$ cat config.mk
export PLATFORM = sky130hd
export DESIGN_NAME = vga_raster_ieee754
export DESIGN_NICKNAME = d
export VERILOG_FILES = /design/src/rtl/vga_raster_ieee754_pkg.sv /design/src/rtl/vga_raster_ieee754_norm.sv /design/src/rtl/vga_raster_ieee754.sv
export SDC_FILE = /design/constraint.sdc
export NUM_CORES = 1
export LEC_CHECK = 0
export BUFFER_PORTS_ARGS = -buffer_cell sky130_fd_sc_hd__buf_4
export CAP_MARGIN = 10
export CELL_PAD_IN_SITES_DETAIL_PLACEMENT = 0
export CELL_PAD_IN_SITES_GLOBAL_PLACEMENT = 1
export CORE_MARGIN = 2
export CORE_UTILIZATION = 45
export CTS_CLUSTER_DIAMETER = 50
export CTS_CLUSTER_SIZE = 8
export DETAILED_ROUTE_END_ITERATION = 6
export GPL_ROUTABILITY_DRIVEN = 1
export PLACE_DENSITY_LB_ADDON = 0.3
export SETUP_SLACK_MARGIN = 0.3
export SYNTH_ARGS = -nofsm -noshare
export SYNTH_HDL_FRONTEND = slang
export SYNTH_SLANG_ARGS = --single-unit
$ cat constraint.sdc
create_clock -name i_Clock -period 9.1 [get_ports i_Clock]
set_clock_uncertainty 0.1 [all_clocks]
set_input_delay 0.91 -clock i_Clock [delete_from_list [all_inputs] [get_ports i_Clock]]
set_output_delay 0.91 -clock i_Clock [all_outputs]
set_load 0.05 [all_outputs]
$ cat src/rtl/vga_raster_ieee754_pkg.sv
// vga_raster_ieee754_pkg: shared constants and FSM encoding for the raster-to-half-float scanner.
//   HALF_* : half-precision field widths, bias and the +0 encoding
//   Q_W    : width of the unsigned Q8.16 magnitude fed to the normaliser
//   EXP_TOP: half exponent for a magnitude whose bit 23 is set (bias + 7 integer bits)
//   state_t: scanner FSM states
package vga_raster_ieee754_pkg;
    localparam int HALF_BIAS = 15;
    localparam int HALF_EXP_W = 5;
    localparam int HALF_MAN_W = 10;
    localparam logic [15:0] HALF_ZERO = 16'h0000;
    localparam int Q_W = 24;
    localparam int EXP_TOP = HALF_BIAS + 7;
    typedef enum logic [1:0] {S_IDLE, S_OFFSET, S_NORM, S_OUT} state_t;
endpackage

$ cat src/rtl/vga_raster_ieee754_norm.sv
// fixed_to_half_norm: iterative Q8.16 magnitude + sign to IEEE-754 half converter.
//   i_Clock, i_Reset : clock, async active-high reset
//   i_Start          : load i_Mag/i_Sign and begin normalising
//   o_Done           : o_Half is valid (held until the next i_Start)
//   o_Half           : half-precision result
// Build option VGA_RASTER_ROUND_EN: round-to-nearest-even with one extra registered cycle;
// otherwise the mantissa is truncated and the result is combinational from the shifter.
module fixed_to_half_norm
    import vga_raster_ieee754_pkg::*;
(
    input  logic           i_Clock,
    input  logic           i_Reset,
    input  logic           i_Start,
    input  logic [Q_W-1:0] i_Mag,
    input  logic           i_Sign,
    output logic           o_Done,
    output logic [15:0]    o_Half
);
    logic [Q_W-1:0]        r_mag;
    logic [4:0]            r_k;
    logic                  r_sign;
    logic                  w_norm;
    logic                  w_zero;
    logic [HALF_EXP_W-1:0] w_exp;
    logic [15:0]           w_half;

    assign w_norm = (r_mag == '0) || r_mag[Q_W-1];
    // exponent 22 - k below 1 (k > 21) flushes to +0, as does a zero magnitude
    assign w_zero = (r_mag == '0) || (r_k > 5'(EXP_TOP - 1));
    assign w_exp  = 5'(EXP_TOP) - r_k;

    always_ff @(posedge i_Clock or posedge i_Reset) begin
        if (i_Reset) begin
            r_mag  <= '0;
            r_k    <= '0;
            r_sign <= 1'b0;
        end else if (i_Start) begin
            r_mag  <= i_Mag;
            r_k    <= '0;
            r_sign <= i_Sign;
        end else if (!w_norm) begin
            r_mag  <= r_mag << 1;
            r_k    <= r_k + 5'd1;
        end
    end

`ifdef VGA_RASTER_ROUND_EN
    logic [HALF_MAN_W:0] w_sum;
    logic                w_inc;
    logic                r_done;
    logic [15:0]         r_half;

    // guard = bit 12, sticky = bits 11:0, lsb = bit 13 breaks ties to even
    assign w_inc  = r_mag[12] & ((|r_mag[11:0]) | r_mag[13]);
    assign w_sum  = {1'b0, r_mag[22:13]} + 11'(w_inc);
    assign w_half = w_zero ? HALF_ZERO : {r_sign, w_exp + 5'(w_sum[HALF_MAN_W]), w_sum[HALF_MAN_W-1:0]};

    always_ff @(posedge i_Clock or posedge i_Reset) begin
        if (i_Reset) begin
            r_done <= 1'b0;
            r_half <= '0;
        end else begin
            r_done <= !i_Start && w_norm;
            r_half <= w_half;
        end
    end

    assign o_Done = r_done;
    assign o_Half = r_half;
`else
    assign w_half = w_zero ? HALF_ZERO : {r_sign, w_exp, r_mag[22:13]};
    assign o_Done = w_norm;
    assign o_Half = w_half;
`endif
endmodule

$ cat src/rtl/vga_raster_ieee754.sv
// vga_raster_ieee754: scans a W x H raster and streams the half-precision scene (X, Y) of each pixel.
//   i_Clock, i_Reset       : clock, async active-high reset
//   i_Start                : start a frame (sampled in IDLE)
//   i_Ready / o_Valid      : output stream handshake
//   o_ieee754X/Y           : half-precision scene coordinates (origin at centre, Y up)
//   o_PixelX/Y             : pixel column/row of the current output
//   o_Busy, o_FrameDone    : not idle / one-cycle end-of-frame pulse
// Build option VGA_RASTER_ROUND_EN: rounded mantissas, one extra cycle per pixel.
module vga_raster_ieee754
    import vga_raster_ieee754_pkg::*;
#(
    parameter int W     = 120,
    parameter int H     = 120,
    parameter int RECIP = 10923
) (
    input  logic        i_Clock,
    input  logic        i_Reset,
    input  logic        i_Start,
    input  logic        i_Ready,
    output logic        o_Valid,
    output logic [15:0] o_ieee754X,
    output logic [15:0] o_ieee754Y,
    output logic [16:0] o_PixelX,
    output logic [16:0] o_PixelY,
    output logic        o_Busy,
    output logic        o_FrameDone
);
    state_t         r_state, w_next;
    logic [8:0]     r_col, r_row, r_px, r_py;
    logic [15:0]    r_x, r_y;
    logic           r_valid, r_fdone;
    logic [9:0]     w_dx, w_dy, w_ax, w_ay;
    logic [Q_W-1:0] w_mx, w_my;
    logic [15:0]    w_hx, w_hy;
    logic           w_done_x, w_done_y, w_load, w_accept, w_last, w_eol;

    // signed 10-bit offsets from the centre; Y grows upward
    assign w_dx     = {1'b0, r_col} - 10'(W / 2);
    assign w_dy     = 10'(H / 2) - {1'b0, r_row};
    assign w_ax     = w_dx[9] ? -w_dx : w_dx;
    assign w_ay     = w_dy[9] ? -w_dy : w_dy;
    assign w_mx     = Q_W'(w_ax) * Q_W'(RECIP);
    assign w_my     = Q_W'(w_ay) * Q_W'(RECIP);
    assign w_load   = r_state == S_OFFSET;
    assign w_accept = r_state == S_OUT && i_Ready;
    assign w_eol    = r_col == 9'(W - 1);
    assign w_last   = w_eol && r_row == 9'(H - 1);

    fixed_to_half_norm u_norm_x (
        .i_Clock(i_Clock), .i_Reset(i_Reset), .i_Start(w_load),
        .i_Mag(w_mx), .i_Sign(w_dx[9]), .o_Done(w_done_x), .o_Half(w_hx)
    );

    fixed_to_half_norm u_norm_y (
        .i_Clock(i_Clock), .i_Reset(i_Reset), .i_Start(w_load),
        .i_Mag(w_my), .i_Sign(w_dy[9]), .o_Done(w_done_y), .o_Half(w_hy)
    );

    always_ff @(posedge i_Clock or posedge i_Reset) begin
        if (i_Reset) r_state <= S_IDLE;
        else         r_state <= w_next;
    end

    always_comb begin
        w_next = r_state;
        case (r_state)
            S_IDLE:   w_next = i_Start ? S_OFFSET : S_IDLE;
            S_OFFSET: w_next = S_NORM;
            S_NORM:   w_next = (w_done_x && w_done_y) ? S_OUT : S_NORM;
            S_OUT:    w_next = !i_Ready ? S_OUT : (w_last ? S_IDLE : S_OFFSET);
            default:  w_next = S_IDLE;
        endcase
    end

    always_ff @(posedge i_Clock or posedge i_Reset) begin
        if (i_Reset) begin
            r_col   <= '0;
            r_row   <= '0;
            r_px    <= '0;
            r_py    <= '0;
            r_x     <= '0;
            r_y     <= '0;
            r_valid <= 1'b0;
            r_fdone <= 1'b0;
        end else begin
            r_fdone <= w_accept && w_last;
            if (r_state == S_IDLE && i_Start) begin
                r_col <= '0;
                r_row <= '0;
            end
            if (r_state == S_NORM && w_done_x && w_done_y) begin
                r_valid <= 1'b1;
                r_x     <= w_hx;
                r_y     <= w_hy;
                r_px    <= r_col;
                r_py    <= r_row;
            end
            if (w_accept) begin
                r_valid <= 1'b0;
                r_col   <= w_eol ? 9'd0 : r_col + 9'd1;
                r_row   <= w_eol ? r_row + 9'd1 : r_row;
            end
        end
    end

    assign o_Valid     = r_valid;
    assign o_ieee754X  = r_x;
    assign o_ieee754Y  = r_y;
    assign o_PixelX    = {8'd0, r_px};
    assign o_PixelY    = {8'd0, r_py};
    assign o_Busy      = r_state != S_IDLE;
    assign o_FrameDone = r_fdone;
endmodule

After elaboration in Yosys (flattened, before gate mapping)

Cells that the tools add are included.

Flip-flop bits (word level): 132

Add/subtract/negate cells: 10
Multiply operators: 2
Magnitude comparators: 2
Equal/unequal tests: 8
Multiplexer cells: 24
Reduce and logical (&&, ||, !) cells: 18

Operators by type and width:

| cell                   | count |
|---|---|
| $mux 24                | 4 |
| $logic_not 24->1       | 2 |
| $mul 10x14->24 const B | 2 |
| $mux 9                 | 5 |
| $mux 16                | 2 |
| $mux 10                | 2 |
| $mux 5                 | 4 |
| $neg 10->10            | 2 |
| $add 9x1->9 const B    | 2 |
| $eq 9x7->1 const B     | 2 |
| $add 5x1->5 const B    | 2 |
| $gt 5x5->1 const B     | 2 |
| $sub 5x5->5 const A    | 2 |
| $sub 6x9->10 const A   | 1 |
| $sub 9x6->10 const B   | 1 |
| $pmux 2 s4             | 1 |
| $logic_and 1x1->1      | 7 |
| $ne 2x1->1 const B     | 3 |
| $reduce_bool 2->1      | 3 |
| $mux 1                 | 5 |
| $eq 2x2->1 const B     | 2 |
| $logic_or 1x1->1       | 4 |
| $eq 2x1->1 const B     | 1 |
| $logic_not 2->1        | 1 |
| other kinds (2)        | 2 |

Longest topological paths before layout

Depth after elaboration: 6
Depth in mapped cells: 24

Modules after synthesis

From an unflattened synthesis, not the netlist that was laid out.

Cells, all modules: 1261
Area, all modules: 12000.3 sq um

Modules (own cells, without submodules):

| module                        | times used | cells each | area an instance (sq um) | sequential area each (sq um) |
|---|---|---|---|---|
| vga_raster_ieee754            | 1          | 860        | 8313.0                   | 1801.7 |
| fixed_to_half_norm (u_norm_y) | 1          | 206        | 1943.1                   | 750.7 |
| fixed_to_half_norm (u_norm_x) | 1          | 195        | 1744.2                   | 750.7 |

Least setup slack after synthesis

No wires, ideal clock.

Kind: register to register
From: reg r_row[0]
To: reg u_norm_y.r_mag[23]
Setup time: 132 ps
Arrival: 6116 ps
Path slack: 2751 ps
Stages on the path, launching flop included: 23
Buffers on the path: 0
Cells stage by stage: dfrtp_1 > inv_1 > ha_1 > a21boi_1 > xnor2_1 > nor4_1 > a211oi_1 > mux2_2 > ha_1 > xor2_1 > ha_1 > a21oi_1 > fa_1 > inv_1 > fa_1 > fa_1 > ha_1 > a211oi_1 > o211ai_1 > o2111a_1 > or4_1 > a2111oi_2 > nor3b_1

Word-level cells in the longest chain between the ends: 5

RTL lines:

| item                   | RTL line                      | RTL |
|---|---|---|
| from (decl)            | vga_raster_ieee754.sv:29      | `logic [8:0] r_col, r_row, r_px, r_py;` |
| from (signal assigned) | vga_raster_ieee754.sv:101     | `r_row <= w_eol ? r_row + 9'd1 : r_row;` |
| $sub 6x9->10 (*)       | vga_raster_ieee754.sv:39      | `assign w_dy = 10'(H / 2) - {1'b0, r_row};` |
| $neg 10->10            | vga_raster_ieee754.sv:41      | `assign w_ay = w_dy[9] ? -w_dy : w_dy;` |
| $mux 10 (*)            | vga_raster_ieee754.sv:41      |  |
| $mul 10x14->24 (*)     | vga_raster_ieee754.sv:43      | `assign w_my = Q_W'(w_ay) * Q_W'(RECIP);` |
| $mux 24 (*)            | vga_raster_ieee754_norm.sv:37 | `end else if (i_Start) begin` |
| to (signal assigned)   | vga_raster_ieee754_norm.sv:38 | `r_mag <= i_Mag;` |
| to (signal assigned)   | vga_raster_ieee754_norm.sv:42 | `r_mag <= r_mag << 1;` |
| to (decl)              | vga_raster_ieee754_norm.sv:19 | `logic [Q_W-1:0] r_mag;` |

Every way passes the cells marked *; elsewhere a longest branch is shown, timed or not.
A chain may end at the register's enable or synchronous reset.

Worst setup path after layout

Same ends and word-level chain as after synthesis.

==> metrics.txt <==
antenna violations before repair 0; Max Clock Freq between 0.1 and 0.15 GHz; post-DP HPWL 18.93 mm; Worst-Margin Slew between 1 and 1.5 ns; clock-pin slew of the registers on the worst-case setup and hold paths roughly 0.07 ns; Core Rows 58; CORE AREA 25250 um^2; CTS tree yes; via count approximately 8600; most common flop cell mapped by yosys dfrtp_1; GRT Total Usage between 10% and 20%; CTS buffer count 17; Clock Latency Late Sink roughly 0.42 ns; Iter 0 DRT Violations 432; cts hold-fix bufs 0; Critical Path AT 7.18 ns; Period minus WS final 6.979 ns; Tcrit/Tclk final around three quarters; post-cts resize count 0; area of the mapped netlist 11620 um^2; worst hold slack approximately 0.38 ns; ys async rst share 100.0%; Port Buffers between 50 and 60; Root Driver clkbuf_16; cells after synthesis around 1300; Synth Register Bits approximately 130; clk buf depth 2; Syn Area/Cell just over 9 um^2; Initial Util around 46%; Sequential Area ~3300 um^2; most numerous cell in the Yosys netlist ha_1; post-synth top area cell dfrtp_1; Seq/Total Area, Yosys 28.44%; drt drc 0; grt total ovfl 0; top cell type's share of synthesized area 28.44%; main area contributors after synthesis dfrtp_1, ha_1, fa_1, o21ai_0, inv_1; ANT nets after route 0; setup TNS 0 ns; Die Span X roughly 160 um; dpl ws ~2.1 ns; most frequent cells after synthesis ha_1, inv_1, dfrtp_1, nand2_1, o21ai_0; first-pass GRT wire length around 42 mm; Max Transition Viols Final 0; Max-cap violations 0; Die Span Y roughly 160 um; post-CTS setup buffers 0; area of the die roughly 27000 um^2; RD Place Congestion slightly above 0.8; Final Core Density between 50 and 60%; Rel. slew slack roughly 27%; final worst slack roughly 2.1 ns; vias in the first global route around 8600; number of fill cells in the layout ~2500; Worst Setup Path Type reg2reg; crit-path max FO 14; layout cells sized above 1 approximately a tenth; outcome complete, no violations; EDFF count, synth 0; Setup crit start kind register; CTS Sinks roughly 130; Final Setup Violations 0; warnings from Yosys 0; I/O pins between 70 and 80; 1st-pass router iterations 5; Unique masters post-synth 74; CP Capture Type register; multi-input logic area 7495 um^2; # nets final 1493; pin count of the biggest net entering global routing between 100 and 150; Syn-to-layout area delta 9.866%; DR WL/cell roughly 15 um; routed vias/inst ~5.3; RSZ-0062 raised after global routing false; Max H-tree Level 4; min-delay worst type reg2reg; ANT cells 0; WL final ~25 mm; Worst EP required between 9 and 10 ns; Hold Violations, Final 0
layout make-up:
| class | instances | share of cell area [%] |
|---|---|---|
| Multi-Input combinational cell | 941 | 58.73 |
| Sequential cell | 132 | 25.88 |
| Inverter | 133 | 3.951 |
| Timing Repair Buffer | 60 | 3.529 |
| Clock buffer | 18 | 3.441 |
| Tap cell | 330 | 3.235 |
| Clock inverter | 14 | 1.235 |
cells by family after synthesis:
| kind of cell | Yosys count | share of synthesized area [%] |
|---|---|---|
| compound gates | 258 | 13.84 |
| flops | 132 | 28.44 |
| mux | 59 | 5.396 |
| simple gates | 332 | 13.46 |
| buf+inv | 204 | 7.723 |
| xor+xnor | 67 | 5.289 |
| fa+ha+maj | 204 | 25.79 |
| other cells | 2 | 0.06465 |
flip-flops by register name (all words and copies together), names as in the netlist:
| name | count |
|---|---|
| u_norm_x.r_mag | 24 |
| o_ieee754X | 16 |
| u_norm_x.r_sign | 1 |
| u_norm_y.r_sign | 1 |
| u_norm_y.r_k | 5 |
| o_FrameDone | 1 |
| r_py | 9 |
| u_norm_y.r_mag | 24 |
| r_row | 9 |
| r_col | 9 |
| o_Valid | 1 |
| u_norm_x.r_k | 5 |
| r_px | 9 |
| r_state | 2 |
| o_ieee754Y | 16 |
cell usage in the layout, fill, tap and decap left out, types with 17 or more instances in the layout:
cell type | synthesis | layout
xnor2_1 | 33 | 33
conb_1 | 2 | 21
mux2i_1 | 30 | 30
dfrtp_1 | 132 | 132
nand2_1 | 132 | 132
inv_1 | 133 | 132
clkbuf_16 | 0 | 17
nor2_1 | 74 | 74
a21oi_1 | 59 | 59
ha_1 | 145 | 145
mux2_2 | 17 | 17
o21ai_0 | 100 | 100
xor2_1 | 32 | 32
fa_1 | 59 | 59
nand3_1 | 34 | 34
buf_4 | 21 | 60
worst max-delay path, stage by stage, from the launching register on:
cell       delay, ns
dfrtp_1         0.70
inv_1           0.29
ha_1            0.33
a21boi_1        0.22
xnor2_1         0.22
nor4_1          0.13
a211oi_1        0.40
mux2_2          0.42
ha_1            0.32
xor2_1          0.16
ha_1            0.18
a21oi_1         0.15
fa_1            0.43
inv_1           0.08
fa_1            0.44
fa_1            0.40
ha_1            0.36
a211oi_1        0.24
o211ai_1        0.16
o2111a_1        0.29
or4_1           0.45
a2111oi_2       0.32
nor3b_1         0.09
routing by layer:
| metal | wire (um) | up-vias | track usage [%] | part of all wire, % |
|---|---|---|---|---|
| met2 | 12650 | 57 | 32.81 | 51 |
| met3 | 366 | 18 | 2.712 | 1.5 |
| met1 | 11440 | 4180 | 25.08 | 46 |
| met5 | 0 | - | 0 | 0 |
| li1 | - | 4341 | - | - |
| met4 | 314 | 0 | 5.336 | 1.3 |
final timing paths:
path,depth (start not counted),end,slack (ns),start
min in group asynchronous,2,r_py[3]$_DFFE_PP0P_,0.40,i_Reset
setup / recovery,22,u_norm_y.r_mag[23]$_DFFE_PP0P_,2.12,r_row[0]$_DFFE_PP0P_
hold / removal,2,u_norm_y.r_sign$_DFFE_PP0P_,0.38,u_norm_y.r_sign$_DFFE_PP0P_
max in group asynchronous,3,o_ieee754X[11]$_DFFE_PP0P_,7.03,i_Reset
hold reg to reg,2,u_norm_y.r_sign$_DFFE_PP0P_,0.38,u_norm_y.r_sign$_DFFE_PP0P_
setup reg to reg,22,u_norm_y.r_mag[23]$_DFFE_PP0P_,2.12,r_row[0]$_DFFE_PP0P_
metrics by stage:
stage	instance area [um^2]	std cells
after CTS	12760	1628
after global routing	12760	1628
final	12760	1628
after global placement	12170	1596
after detailed placement	12170	1596
after floorplan	11690	1277
Power is left out: the tool's default activity adds up to more than one toggle a clock period on the data nets, which glitch-free logic cannot reach.
